`config.mk`:
```
export PLATFORM = sky130hd
export DESIGN_NAME = bcd_to_bin_converter
export DESIGN_NICKNAME = d
export VERILOG_FILES = /design/src/rtl/bcd_to_bin_converter.sv
export SDC_FILE = /design/constraint.sdc
export NUM_CORES = 1
export LEC_CHECK = 0
export ABC_AREA = 1
export CAP_MARGIN = 5
export CORE_ASPECT_RATIO = 0.6
export CORE_MARGIN = 3
export CORE_UTILIZATION = 35
export DETAILED_ROUTE_END_ITERATION = 10
export GPL_ROUTABILITY_DRIVEN = 0
export PLACE_DENSITY = 0.67
export SETUP_SLACK_MARGIN = 0.4
export SYNTH_ARGS = -nofsm -noshare
export SYNTH_HDL_FRONTEND = slang
export SYNTH_SLANG_ARGS = --single-unit
```
`constraint.sdc`:
```
create_clock -name clk -period 1.25 [get_ports clk]
set_input_delay 0.125 -clock clk [delete_from_list [all_inputs] [get_ports clk]]
set_output_delay 0.125 -clock clk [all_outputs]
set_load 0.1 [all_outputs]
```
`src/rtl/bcd_to_bin_converter.sv`:
```
`default_nettype none
// ============================================================================
//  Module      : bcd_to_bin_converter
//  Description : Sequential 4-digit BCD to binary converter.
//                Reverse Double Dabble: each clock shifts {bcd,bin} right by
//                one bit, then subtracts 3 from every BCD digit that is >= 8.
//                Sixteen iterations per conversion, start/busy/done handshake.
//
//  Ports       : clk        - clock, all logic on the rising edge
//                reset      - synchronous, active-high reset
//                start      - conversion request, sampled only when idle
//                BCD_0..3   - units, tens, hundreds, thousands digits
//                busy       - conversion in progress
//                done       - one-cycle pulse when a result or error posts
//                err        - one-cycle pulse with done, an input digit > 9
//                bin_value  - result, zero-extended to 2N bits, held
//
//  Revision    : 1.0 - initial release
// ============================================================================
module bcd_to_bin_converter #(
    parameter int N = 8
) (
    input  logic             clk,
    input  logic             reset,
    input  logic             start,
    input  logic [3:0]       BCD_0,
    input  logic [3:0]       BCD_1,
    input  logic [3:0]       BCD_2,
    input  logic [3:0]       BCD_3,
    output logic             busy,
    output logic             done,
    output logic             err,
    output logic [2*N-1:0]   bin_value
);

    localparam int c_OUT_W = 2 * N;

    // 9999 needs 14 bits, so the output must be at least that wide.
    generate
        if (N < 7) begin : g_bad_width
            $error("bcd_to_bin_converter: N must be >= 7");
        end
    endgenerate

    typedef enum logic [0:0] {
        ST_IDLE = 1'b0,
        ST_CONV = 1'b1
    } state_t;

    state_t               r_state;
    state_t               w_state_nxt;
    logic [15:0]          r_bcd;
    logic [15:0]          w_bcd_nxt;
    logic [15:0]          r_bin;
    logic [15:0]          w_bin_nxt;
    logic [3:0]           r_count;
    logic [3:0]           w_count_nxt;
    logic                 r_done;
    logic                 w_done_nxt;
    logic                 r_err;
    logic                 w_err_nxt;
    logic [c_OUT_W-1:0]   r_bin_value;
    logic [c_OUT_W-1:0]   w_bin_value_nxt;

    // One iteration: 32-bit right shift, then per-digit correction.
    logic [31:0]          w_shifted;
    logic [15:0]          w_bcd_shifted;
    logic [15:0]          w_bin_shifted;
    logic [15:0]          w_bcd_adj;
    logic                 w_digit_bad;

    assign w_shifted     = {1'b0, r_bcd, r_bin[15:1]};
    assign w_bcd_shifted = w_shifted[31:16];
    assign w_bin_shifted = w_shifted[15:0];

    // A digit that was odd-weighted before the shift lands at >= 8 and carries
    // an extra +5 of the lower decade; subtracting 3 (i.e. 8 - 5) removes it.
    // The result is always 5..9, so no underflow is possible.
    genvar gi;
    generate
        for (gi = 0; gi < 4; gi++) begin : g_digit_adj
            assign w_bcd_adj[4*gi +: 4] = (w_bcd_shifted[4*gi +: 4] >= 4'd8)
                                        ? (w_bcd_shifted[4*gi +: 4] - 4'd3)
                                        : w_bcd_shifted[4*gi +: 4];
        end
    endgenerate

    assign w_digit_bad = (BCD_0 > 4'd9) || (BCD_1 > 4'd9) ||
                         (BCD_2 > 4'd9) || (BCD_3 > 4'd9);

    // ------------------------------------------------------------------
    // State and datapath registers
    // ------------------------------------------------------------------
    always_ff @(posedge clk) begin
        if (reset) begin
            r_state     <= ST_IDLE;
            r_bcd       <= '0;
            r_bin       <= '0;
            r_count     <= '0;
            r_done      <= 1'b0;
            r_err       <= 1'b0;
            r_bin_value <= '0;
        end else begin
            r_state     <= w_state_nxt;
            r_bcd       <= w_bcd_nxt;
            r_bin       <= w_bin_nxt;
            r_count     <= w_count_nxt;
            r_done      <= w_done_nxt;
            r_err       <= w_err_nxt;
            r_bin_value <= w_bin_value_nxt;
        end
    end

    // ------------------------------------------------------------------
    // Next-state and datapath logic
    // ------------------------------------------------------------------
    always_comb begin
        w_state_nxt     = r_state;
        w_bcd_nxt       = r_bcd;
        w_bin_nxt       = r_bin;
        w_count_nxt     = r_count;
        w_done_nxt      = 1'b0;
        w_err_nxt       = 1'b0;
        w_bin_value_nxt = r_bin_value;

        case (r_state)
            ST_IDLE: begin
                if (start) begin
                    if (w_digit_bad) begin
                        // Reject immediately; previous result stays visible.
                        w_done_nxt = 1'b1;
                        w_err_nxt  = 1'b1;
                    end else begin
                        w_bcd_nxt   = {BCD_3, BCD_2, BCD_1, BCD_0};
                        w_bin_nxt   = '0;
                        w_count_nxt = '0;
                        w_state_nxt = ST_CONV;
                    end
                end
            end

            ST_CONV: begin
                w_bcd_nxt   = w_bcd_adj;
                w_bin_nxt   = w_bin_shifted;
                w_count_nxt = r_count + 4'd1;
                if (r_count == 4'd15) begin
                    w_bin_value_nxt = c_OUT_W'(w_bin_shifted);
                    w_done_nxt      = 1'b1;
                    w_state_nxt     = ST_IDLE;
                end
            end

            default: begin
                w_state_nxt = ST_IDLE;
            end
        endcase
    end

    assign busy      = (r_state == ST_CONV);
    assign done      = r_done;
    assign err       = r_err;
    assign bin_value = r_bin_value;

endmodule
`default_nettype wire

```
; ---- Word level (Yosys, flattened, before mapping)
; Index checks and enable logic that the tools add are counted.
[word_totals]
reg_bits = 55
word_cells = 51
[op_classes]
n_addsub = 5
magnitude_cmp = 8
eq_ne = 3
n_mux = 21
bitwise = 1
n_reduce_logical = 6
[ops]
columns = cell, count
row1 = 16-bit two-way mux, 4
row2 = 16-bit case mux with 2 select lines, 2
row3 = 4-bit two-way mux, 6
row4 = "4-bit > comparator, second input constant", 4
row5 = "4-bit >= comparator, second input constant", 3
row6 = "4-bit by 2-bit subtractor with 4-bit output, second input constant", 3
row7 = 4-bit case mux with 2 select lines, 1
row8 = 1-bit two-way mux, 6
row9 = "4-bit by 1-bit adder with 4-bit output, second input constant", 1
row10 = "4-bit == test, second input constant", 1
row11 = "3-bit by 4-bit >= comparator with 1-bit output, second input constant", 1
row12 = "2-bit != test, second input constant", 2
row13 = 1-bit case mux with 2 select lines, 2
row14 = 2-bit AND reduction, 2
row15 = "3-bit by 2-bit subtractor with 4-bit output, second input constant", 1
row16 = 1-bit logical OR, 3
row17 = 2-bit OR reduction, 1
row18 = 1-bit inverter, 1

; ---- Logic depth before layout (Yosys ltp)
; Gate-level depths: netlist (run 1).
[depth]
depth_word = 7
depth_mapped = 8
mapped_depth_nobuf = 8

; ---- Worst setup path before layout (run 1)
; Ideal clock, no wire load.
[synth_timing]
path_type = reg-to-reg
start = reg r_state, in the netlist busy
end = reg r_bin_value[10], in the netlist bin_value[10]
arrival_time_ns = 1.824
t_required_ns = 1.129
setup_slack_ns = -0.695
path_stages_with_launch = 8
path_buffers = 2
synth_period_minus_slack_ns = 1.945
cell_sequence = dfxtp_1 buf_4 nand2_1 inv_2 nand3_2 buf_4 nand3_1 o21ai_1
[synth_via]
elab_chain_len = 1
[synth_rtl]
columns = element, line
row1 = "start, declared", 50  ; state_t r_state;
row2 = "start signal, assigned", 104  ; r_state <= w_state_nxt;
row3 = 2-bit AND reduction (no source line), n/a
row4 = "end signal, assigned", 110  ; r_bin_value <= w_bin_value_nxt;
row5 = "end, declared", 62  ; logic [c_OUT_W-1:0] r_bin_value;
; No other way between the ends.
; A chain may end at the register's enable or synchronous reset.

; ---- Worst setup path in the final report (run 1)
[layout_timing]
start = reg r_state, in the netlist busy
end = reg r_bcd[8]
[layout_via]
elab_chain_len = 3
elab_cells_between_ends = 5
classes_between = eq/ne: 2 / mux: 1 / bitwise: 1 / reduce/logical: 1
[layout_rtl]
columns = element, line
row1 = 1-bit inverter, n/a
row2 = 2-bit != test (no source line), n/a
row3 = 2-bit AND reduction (no source line), n/a
row4 = "end signal, assigned", 105  ; r_bcd <= w_bcd_nxt;
row5 = "end, declared", 52  ; logic [15:0] r_bcd;
; Parallel ways exist; a longest one is shown, timed or not.

==> results by group, run 1 <==
Clocking
  – Post-CTS Hold Fix Bufs: 0
  – Sink Count: 54
  – CTS Buffer Depth: 2
  – Clock transition at path regs: 0.07 ns
  – Clock root cell: clkbuf_16
  – CTS H-Tree Depth: 2
  – Clock latency on the worst-skew pair: 0.30 ns
  – CTS buffer count: 5
  – CTS tree: built

Detailed routing
  – WL final: 10,100 um
  – Vias/cell: 5.40
  – Routed WL per cell: 18.4 um
  – Residual DRC: 0
  – Via count: 2,950
  – Initial DRC Count: 168
  – DR pass1 iterations: 7
  – Routed Antenna Nets: 0

Power and ir drop
  – Cell Pwr Density: 854 nW/um^2
  – Psw: 1.18 mW
  – VDD IR max: 0.000609 V
  – Seq pwr share: 42.1%
  – Sw frac: 28.0%
  – Pleak: 1.80 nW
  – Comb pwr share: 19.1%
  – Clk pwr share: 38.9%
  – Int Pwr: 3.05 mW
  – Total power: 4.24 mW

STA
  – Hold Fails Final Rpt: 0
  – Final setup violation count: 1
  – Worst Clk Skew: 0.0110 ns
  – Fin crit share: 101%
  – Min cycle time layout: 1.26 ns
  – RSZ-0062 raised after global routing: true
  – Max Freq: 791 MHz
  – Slew @ Worst Pin: 0.356 ns
  – Relative slew slack: 76.3%
  – Final setup margin: -0.0137 ns
  – Max Transition Viols Final: 0

Global route
  – Initial antenna violation count: 0
  – Largest net degree at the start of global routing: 21
  – Number of global-route vias before repair: 2,658
  – Overflow after GRT: 0
  – GRT Util Overall: 19.8%
  – First-pass GRT wire length: 13,500 um

Floorplanning
  – Die Ht: 73.2 um
  – Die area: 8640 sq um
  – Initial core utilization: 37.7%
  – Ports: 38
  – Row count: 23
  – Core ar.: 6990 sq um
  – DIE WIDTH: 118 um

Yosys
  – Count of mapped cells out of synthesis: 347
  – Yosys top cell by area: dfxtp_1
  – Cell area after synthesis: 2640 sq um
  – Netlist cell types: 26
  – Syn avg cell area: 7.59 sq um
  – Yosys warnings: 0
  – Post-synthesis sequential area ratio: 41.0%
  – Synth top area cells: dfxtp_1, nand3_1, nand2_1
  – Yosys top cell area share: 41.0%
  – Net Count, Synth: 373
  – #FFs+latches synth: 54

Finish
  – Ant. Diodes: 0
  – Area grow syn2layout: 88.4%
  – Filler instances: 457
  – Layout Utilization: 71.0%
  – Ratio of cells with drive above 1 in the final layout: 62.6%
  – Most frequent cells in the layout: nand2_1, nand3_2, buf_4
  – Non-Filler Instances: 546
  – Leading cell type in the layout, fill and taps excluded: nand2_1
  – Final nets: 471

Setup path
  – CP Data Arrival Time: 1.44 ns
  – Startpoint types: register
  – CP max FO: 6
  – CP Capture Type: register
  – Critical path type: register to register
  – Worst Reg-to-Reg Cells: 6
  – R2R Setup Slk: -0.01 ns
  – Req. time, crit path: 1.43 ns
  – RR Endpoint: r_bcd[8]
  – Critical R2R Launch: busy

Place
  – Pre-CTS WS: -0.322 ns
  – IO buf count: 37
  – Dpl hpwl: 4730 um
  – Post-placement cell count: 499

Min path
  – Hold Path Sink: r_bcd[14]
  – Worst hold-check path type: input pin to register
  – Min-Delay Startpoint: BCD_3[2]
  – Hold Path Depth: 6

Run status
  – Status: finished, violations left
  – Failing checks: setup timing

Run
  – Max-Cap Viols: 0
## critical path, cell delays in order (launching register included)
cell	delay [ns]
dfxtp_4	0.39
buf_12	0.15
buf_12	0.14
nor2_4	0.13
nand2_2	0.10
o21bai_1	0.17
nor2_1	0.07
## cell families after synthesis
group           after synthesis  share of synthesized area, %
fa+ha+maj                     7                          3.32
flops                        54                          41.0
buf+inv                      54                          9.97
compound gates               76                          16.5
simple gates                156                          29.2
## power by group through the flow
| stage | Combinational, mW | Clock [mW] | Sequential (mW) |
|---|---|---|---|
| 2_1_floorplan | 0.274 | 0 | 1.85 |
| 3_3_place_gp | 0.499 | 0 | 1.82 |
| 3_5_place_dp | 0.505 | 0 | 1.82 |
| 4_1_cts | 0.644 | 1.65 | 1.78 |
| 5_1_grt | 0.855 | 1.75 | 1.79 |
| 6_report | 0.808 | 1.65 | 1.78 |
## synth_stat cells, drive strengths merged
library cell	number
buf	17
or2	1
nand3	66
a2bb2oi	1
nand2	61
inv	33
a21oi	37
o22ai	3
nand4	1
ha	7
nor2	27
o21bai	4
dfxtp	54
o21ai	31
clkbuf	4
## worst max-delay path by stage
| stage | startpoint | end | depth (start not counted) |
|---|---|---|---|
| floorplan | busy | r_bcd[11] | 6 |
| global placement | BCD_1[1] | r_bcd[8] | 8 |
| detailed placement | BCD_1[1] | r_bcd[8] | 8 |
| CTS | busy | busy | 2 |
| global route | busy | r_bcd[8] | 6 |
| finish | busy | r_bcd[8] | 6 |
## cell type report
class                   instances  area, sq um  area share [%]
well taps                     100          125            2.52
flip-flops and latches         54         1130            22.8
clock inverters                 3         47.5           0.958
repair buffers                103         1280            25.9
inverters                      33          151            3.05
multi-input cells             245         2060            41.4
repair inverters                3         38.8           0.781
clock buffers                   5          125            2.52
## stage by stage
| stage | hold WS, ns | instance area [sq um] | TNS [ns] |
|---|---|---|---|
| finish | 0.296 | 4960 | -0.0137 |
| CTS | 0.395 | 4330 | 0 |
| floorplan | 0.276 | 2740 | -0.719 |
| global placement | 0.456 | 3540 | -9.18 |
| detailed placement | 0.459 | 3540 | -9.91 |
| global route | 0.315 | 4960 | -0.213 |
## per-layer routing
| layer | routed length, um | global-route usage (%) |
|---|---|---|
| met1 | 4280 | 27.4 |
| met2 | 4760 | 30.7 |
| met3 | 874 | 5.96 |
| met4 | 155 | 4.94 |
| met5 | 0 | 0 |
## state kept, by name (all words and copies together), names as in the netlist
name / flops
err: 1
r_bcd: 16
r_count: 4
r_bin: 15
done: 1
bin_value: 16
busy: 1
## what timing repair did
item                       CTS  global route
pin swaps                   54            66
setup endpoints to repair   73            73
gates resized for setup    123           130
cloned                      11             3
buffers inserted            14            11
No activity file was read; power rests on OpenSTA's default activity.
==> inputs of run 2 (changes only) <==
--- a/config.mk
+++ b/config.mk
@@ -6,7 +6,6 @@
 export NUM_CORES = 1
 export LEC_CHECK = 0
 export ABC_AREA = 1
-export CAP_MARGIN = 5
 export CORE_ASPECT_RATIO = 0.6
 export CORE_MARGIN = 3
 export CORE_UTILIZATION = 35
==> results of run 2 <==
The final DEF is identical to that of run 1; final timing and power are the same.
==> inputs of run 3 (changes only) <==
--- a/config.mk
+++ b/config.mk
@@ -9,10 +9,12 @@
 export CORE_ASPECT_RATIO = 0.6
 export CORE_MARGIN = 3
 export CORE_UTILIZATION = 35
+export CTS_BUF_LIST = sky130_fd_sc_hd__clkbuf_4
 export DETAILED_ROUTE_END_ITERATION = 10
 export GPL_ROUTABILITY_DRIVEN = 0
 export PLACE_DENSITY = 0.67
 export SETUP_SLACK_MARGIN = 0.4
+export SLEW_MARGIN = 40
 export SYNTH_ARGS = -nofsm -noshare
 export SYNTH_HDL_FRONTEND = slang
 export SYNTH_SLANG_ARGS = --single-unit
==> results by group, run 3 (synthesis results as in run 1) <==
Setup path
  – Worst Reg-to-Reg Cells: 6 (unchanged)
  – CP max FO: 8 (was 6)
  – Startpoint types: register (unchanged)
  – CP Capture Type: register (unchanged)
  – CP Data Arrival Time: 1.63 ns (was 1.44 ns)
  – Req. time, crit path: 1.59 ns (was 1.43 ns)
  – Critical R2R Launch: busy (unchanged)
  – Critical path type: register to register (unchanged)
  – RR Endpoint: bin_value[7] (was r_bcd[8])
  – R2R Setup Slk: -0.04 ns (was -0.01 ns)

Power and ir drop
  – Total power: 3.59 mW (was 4.24 mW)
  – Int Pwr: 2.51 mW (was 3.05 mW)
  – Cell Pwr Density: 761 nW/um^2 (was 854 nW/um^2)
  – Clk pwr share: 29.6% (was 38.9%)
  – VDD IR max: 0.000450 V (was 0.000609 V)
  – Pleak: 1.79 nW (was 1.80 nW)
  – Seq pwr share: 49.9% (was 42.1%)
  – Sw frac: 30.2% (was 28.0%)
  – Psw: 1.08 mW (was 1.18 mW)
  – Comb pwr share: 20.5% (was 19.1%)

Detailed routing
  – Initial DRC Count: 191 (was 168)
  – Routed Antenna Nets: 0 (unchanged)
  – Routed WL per cell: 17.1 um (was 18.4 um)
  – WL final: 9340 um (was 10,100 um)
  – DR pass1 iterations: 5 (was 7)
  – Via count: 2,923 (was 2,950)
  – Vias/cell: 5.35 (was 5.40)
  – Residual DRC: 0 (unchanged)

STA
  – Max Transition Viols Final: 0 (unchanged)
  – Hold Fails Final Rpt: 0 (unchanged)
  – Relative slew slack: 76.1% (was 76.3%)
  – Max Freq: 777 MHz (was 791 MHz)
  – Fin crit share: 103% (was 101%)
  – Min cycle time layout: 1.29 ns (was 1.26 ns)
  – Final setup margin: -0.0362 ns (was -0.0137 ns)
  – Slew @ Worst Pin: 0.359 ns (was 0.356 ns)
  – Worst Clk Skew: 0.0208 ns (was 0.0110 ns)
  – RSZ-0062 raised after global routing: true (unchanged)
  – Final setup violation count: 8 (was 1)

Floorplanning
  – DIE WIDTH: 118 um (unchanged)
  – Initial core utilization: 37.7% (unchanged)
  – Row count: 23 (unchanged)
  – Ports: 38 (unchanged)
  – Core ar.: 6990 sq um (unchanged)
  – Die Ht: 73.2 um (unchanged)
  – Die area: 8640 sq um (unchanged)

Min path
  – Min-Delay Startpoint: BCD_3[3] (was BCD_3[2])
  – Hold Path Sink: r_bcd[15] (was r_bcd[14])
  – Worst hold-check path type: input pin to register (unchanged)
  – Hold Path Depth: 4 (was 6)

Finish
  – Area grow syn2layout: 79.2% (was 88.4%)
  – Ratio of cells with drive above 1 in the final layout: 55.6% (was 62.6%)
  – Sequential Area: 1120 sq um (was 1130 sq um)
  – Multi-input gate area: 1910 sq um (was 2060 sq um)
  – Design area: 4720 sq um (was 4960 sq um)
  – Ant. Diodes: 0 (unchanged)
  – Most frequent cells in the layout: nand2_1, buf_4, nand3_1 (was nand2_1, nand3_2, buf_4)
  – Leading cell type in the layout, fill and taps excluded: nand2_1 (unchanged)
  – Filler instances: 514 (was 457)
  – Final nets: 471 (unchanged)

Global route
  – Largest net degree at the start of global routing: 21 (unchanged)
  – First-pass GRT wire length: 13,900 um (was 13,500 um)
  – Number of global-route vias before repair: 2,715 (was 2,658)
  – Overflow after GRT: 0 (unchanged)
  – GRT Util Overall: 20.4% (was 19.8%)
  – Initial antenna violation count: 0 (unchanged)

Run status
  – Failing checks: setup timing (unchanged)
  – Status: finished, violations left (unchanged)

Clocking
  – Clock root cell: clkbuf_4 (was clkbuf_16)
  – CTS tree: built (unchanged)
  – Clock latency on the worst-skew pair: 0.40 ns (was 0.30 ns)
  – Sink Count: 54 (unchanged)
  – CTS H-Tree Depth: 2 (unchanged)
  – CTS Buffer Depth: 2 (unchanged)
  – Clock transition at path regs: 0.18 ns (was 0.07 ns)
  – CTS buffer count: 5 (unchanged)

Run
  – Max-Cap Viols: 0 (unchanged)

Place
  – IO buf count: 37 (unchanged)
  – Pre-CTS WS: -0.322 ns (unchanged)
  – Dpl hpwl: 4730 um (unchanged)
  – Placement Cell Area: 3540 sq um (unchanged)
-- run 3: power groups by stage --
stage | clock (mW) | sequential (mW) | combinational (mW)
finish | 1.06 | 1.79 | 0.736
global route | 1.12 | 1.80 | 0.782
CTS | 1.04 | 1.79 | 0.641
detailed placement | 0 | 1.82 | 0.505
global placement | 0 | 1.82 | 0.499
floorplan | 0 | 1.85 | 0.274
-- run 3: worst max path at each step --
| stage | from | endpoint | cells after the start |
|---|---|---|---|
| CTS | busy | busy | 2 |
| finish | busy | bin_value[7] | 6 |
| detailed placement | BCD_1[1] | r_bcd[8] | 8 |
| global route | busy | bin_value[7] | 6 |
| global placement | BCD_1[1] | r_bcd[8] | 8 |
| floorplan | busy | r_bcd[11] | 6 |
-- run 3: layer usage --
metal | track usage (%) | vias to the layer above | part of all wire [%]
li1 | - | 1364 | -
met1 | 28.3 | 1407 | 45
met2 | 33.3 | 127 | 47
met3 | 3.41 | 25 | 6.9
met4 | 5.45 | 0 | 1.6
met5 | 0 | - | 0
-- run 3: area by class of cell --
type	count	share of cell area, %
repair buffers	104	27.0
clock inverters	3	1.01
flip-flops and latches	54	23.7
inverters	33	3.39
clock buffers	5	0.795
multi-input cells	244	40.5
repair inverters	3	0.954
well taps	100	2.65
-- run 3: metrics by stage --
| stage | cells | utilization [%] | setup TNS (ns) | hold slack (ns) |
|---|---|---|---|---|
| 2_1_floorplan | 347 | - | -0.719 | 0.276 |
| 4_1_cts | 539 | 61.6 | 0 | 0.270 |
| 3_5_place_dp | 499 | 50.6 | -9.91 | 0.459 |
| 3_3_place_gp | 499 | 50.6 | -9.18 | 0.456 |
| 5_1_grt | 546 | 67.5 | -1.06 | 0.284 |
| 6_report | 546 | 67.5 | -0.145 | 0.267 |
-- run 3: repair_timing --
item,4_1_cts,5_1_grt
endpoints found under the setup margin,73,73
gates resized for setup,105,82
pin swaps,35,38
endpoints found under the hold margin,0,0
setup buffers,22,7
hold buffers,0,0
cloned,10,0
-- run 3: worst max-delay path, cell delays in order (launching register included) --
cell     delay, ns
dfxtp_4       0.43
buf_6         0.14
nand2_4       0.08
inv_8         0.08
buf_12        0.12
nand4_4       0.19
o21ai_2       0.19
==> RTL change: new RTL, settings of run 1 <==
Register the inputs `start`, `BCD_0`, `BCD_1`, `BCD_2` and `BCD_3` before use, without a reset. The logic sees them one clock later.
--- a/src/rtl/bcd_to_bin_converter.sv
+++ b/src/rtl/bcd_to_bin_converter.sv
@@ -35,4 +35,18 @@
 
     localparam int c_OUT_W = 2 * N;
+
+    logic start_q;
+    logic [3:0] BCD_0_q;
+    logic [3:0] BCD_1_q;
+    logic [3:0] BCD_2_q;
+    logic [3:0] BCD_3_q;
+
+    always_ff @(posedge clk) begin
+        start_q <= start;
+        BCD_0_q <= BCD_0;
+        BCD_1_q <= BCD_1;
+        BCD_2_q <= BCD_2;
+        BCD_3_q <= BCD_3;
+    end
 
     // 9999 needs 14 bits, so the output must be at least that wide.
@@ -86,6 +100,6 @@
     endgenerate
 
-    assign w_digit_bad = (BCD_0 > 4'd9) || (BCD_1 > 4'd9) ||
-                         (BCD_2 > 4'd9) || (BCD_3 > 4'd9);
+    assign w_digit_bad = (BCD_0_q > 4'd9) || (BCD_1_q > 4'd9) ||
+                         (BCD_2_q > 4'd9) || (BCD_3_q > 4'd9);
 
     // ------------------------------------------------------------------
@@ -126,5 +140,5 @@
         case (r_state)
             ST_IDLE: begin
-                if (start) begin
+                if (start_q) begin
                     if (w_digit_bad) begin
                         // Reject immediately; previous result stays visible.
@@ -132,5 +146,5 @@
                         w_err_nxt  = 1'b1;
                     end else begin
-                        w_bcd_nxt   = {BCD_3, BCD_2, BCD_1, BCD_0};
+                        w_bcd_nxt   = {BCD_3_q, BCD_2_q, BCD_1_q, BCD_0_q};
                         w_bin_nxt   = '0;
                         w_count_nxt = '0;
Formal check against the unedited RTL: not equivalent (Yosys sat finds a counterexample within 4 cycles, from zero or initial values and one cycle with reset high).
==> RTL change against run 1 <==
  * The run still ends with negative setup slack left
  * Power is 40% higher
  * Area after synthesis is 11% higher
  * Setup slack worse by 260 ps
  * Count of clock-buffer cells in the layout is 6 higher
  * Critical path type unchanged
  * Wire length is 1.7% lower
  * Clock power is 75% higher
  * Global-route usage is 1.6 points lower
  * Largest power group is now the clock network
  * Cell area is 1.3% lower
  * Sequential cell count is 17 higher
==> RTL change: results (changes against run 1) <==
[logic_synthesis]
synth-main-ff-cell=dfxtp_1  ; unchanged
synthTopCellsByArea=dfxtp_1 (49%), nand3_1 (11%), nand2_1 (7.2%), a21oi_1 (6.5%), inv_1 (3.9%)  ; was dfxtp_1 (41%), nand3_1 (10%), nand2_1 (8.4%), a21oi_1 (5.1%), nand3_2 (4.9%)
synth_cell_types=29  ; was 26
ys_seq_area_share_pct=48.7  ; was 41.0%
syn_nets=389  ; was 373
avgSynthCellArea_sq_um=8.04  ; was 7.59 sq um
synth_top_area_share_pct=48.7  ; was 41.0%
synthTopCellsByCount=dfxtp_1 (71), nand3_1 (66), nand2_1 (56)  ; was nand2_1 (59), dfxtp_1 (54), nand3_1 (53)

[cells_and_area]
final_net_count=477  ; was 471
nFillCells=623  ; was 457
layoutNonFillerInstCount=564  ; was 546
drive_above_1_share_pct=46.3  ; was 62.6%
n_antenna_cell=0  ; unchanged

[pwr]
vdd_drop_max_v=0.000949  ; was 0.000609 V
seq_power_mw=2.38  ; was 1.78 mW
switching_share_pct=23.9  ; was 28.0%
seq_power_share_pct=40.2  ; was 42.1%
p_leak_nw=1.86  ; was 1.80 nW
clock_power_share_pct=48.8  ; was 38.9%

[sta]
relSlewSlack_pct=74.6  ; was 76.3%
finalSetupViolations=37  ; was 1
skew_ps=7.72  ; was 11.0 ps
fin_tns_setup_ps=-4760  ; was -13.7 ps
finalWorstSetupSlack_ps=-273  ; was -13.7 ps

[place]
place_ws_ps=-54.1  ; was -322 ps
post-place-cells=505  ; was 499
dp_hpwl_microns=4840  ; was 4730 microns
placed_area_sq_um=3660  ; was 3540 sq um

[grt]
grt_max_degree=34  ; was 21
grt_pass1_wl_microns=13100  ; was 13500 microns
grt_pass1_vias=2620  ; was 2658
grt_util_all_layers_pct=18.3  ; was 19.8%

[cts]
clock_latency_ps=340  ; was 300 ps
cts_buffers=9  ; was 5
h-tree-depth=3  ; was 2

[setup_path]
cp_slowest_cell=dfxtp_1  ; was dfxtp_4
worst_ep_arrival_time_ps=1750  ; was 1440 ps
worstPathMaxFanout=8  ; was 6
cp_top_family=simple AND/OR/NAND/NOR gates  ; was flip-flops

[run_status]
violations=negative setup slack  ; unchanged
status=complete, but fails checks  ; unchanged

[drt]
dr_total_vias=3046  ; was 2950
drtIter0Drc=386  ; was 168
post_drt_wl_per_cell_microns=17.6  ; was 18.4 microns

## RTL change: cell types whose count changed in the layout (fill, tap and decap cells not counted), sizes merged, moves of 2 or more
cell	change
buf	-9
nand2	-4
a21oi	+2
inv	-3
nand3	+2
dfxtp	+17
nor2	-4
clkdlybuf4s50	+13
dlygate4sd2	-3
clkdlybuf4s15	-3
## RTL change: per-layer routing
| layer | part of all wire [%] | track usage, % |
|---|---|---|
| met1 | 42 | 25.3 |
| met2 | 45 | 25.1 |
| met4 | 2.3 | 4.97 |
| met3 | 11 | 8.77 |
| met5 | 0 | 0 |
## RTL change: layout make-up
type	instances	area, sq um	area share (%)
Sequential cell	71	1480	30.3
Timing Repair Buffer	94	1120	22.9
Inverter	33	141	2.89
Clock inverter	5	77.6	1.58
Clock buffer	11	264	5.39
Multi-Input combinational cell	242	1680	34.3
Tap cell	108	135	2.76
## RTL change: cell families after synthesis
logic type | Yosys count | share of synthesized area [%]
AO/OA/AOI/OAI | 78 | 14.0
adder cells (fa/ha/maj) | 7 | 3.00
buffers and inverters | 55 | 9.95
flip-flops | 71 | 48.7
AND/OR/NAND/NOR | 152 | 24.4
## RTL change: path summary, 6_finish.rpt
| kind | startpoint | end | slack, ps | cells past startpoint |
|---|---|---|---|---|
| max | BCD_3_q[1] | r_bin[10] | -270 | 7 |
| min | BCD_2[1] | BCD_2_q[1] | 230 | 1 |
| min reg2reg | r_bin[1] | bin_value[0] | 460 | 2 |
| max reg2reg | BCD_3_q[1] | r_bin[10] | -270 | 7 |
## RTL change: what timing repair did
action	in CTS	in global routing
gates cloned	5	4
resized for setup	60	70
setup endpoints to repair	73	73
pin swaps	11	22
setup buffers	21	13
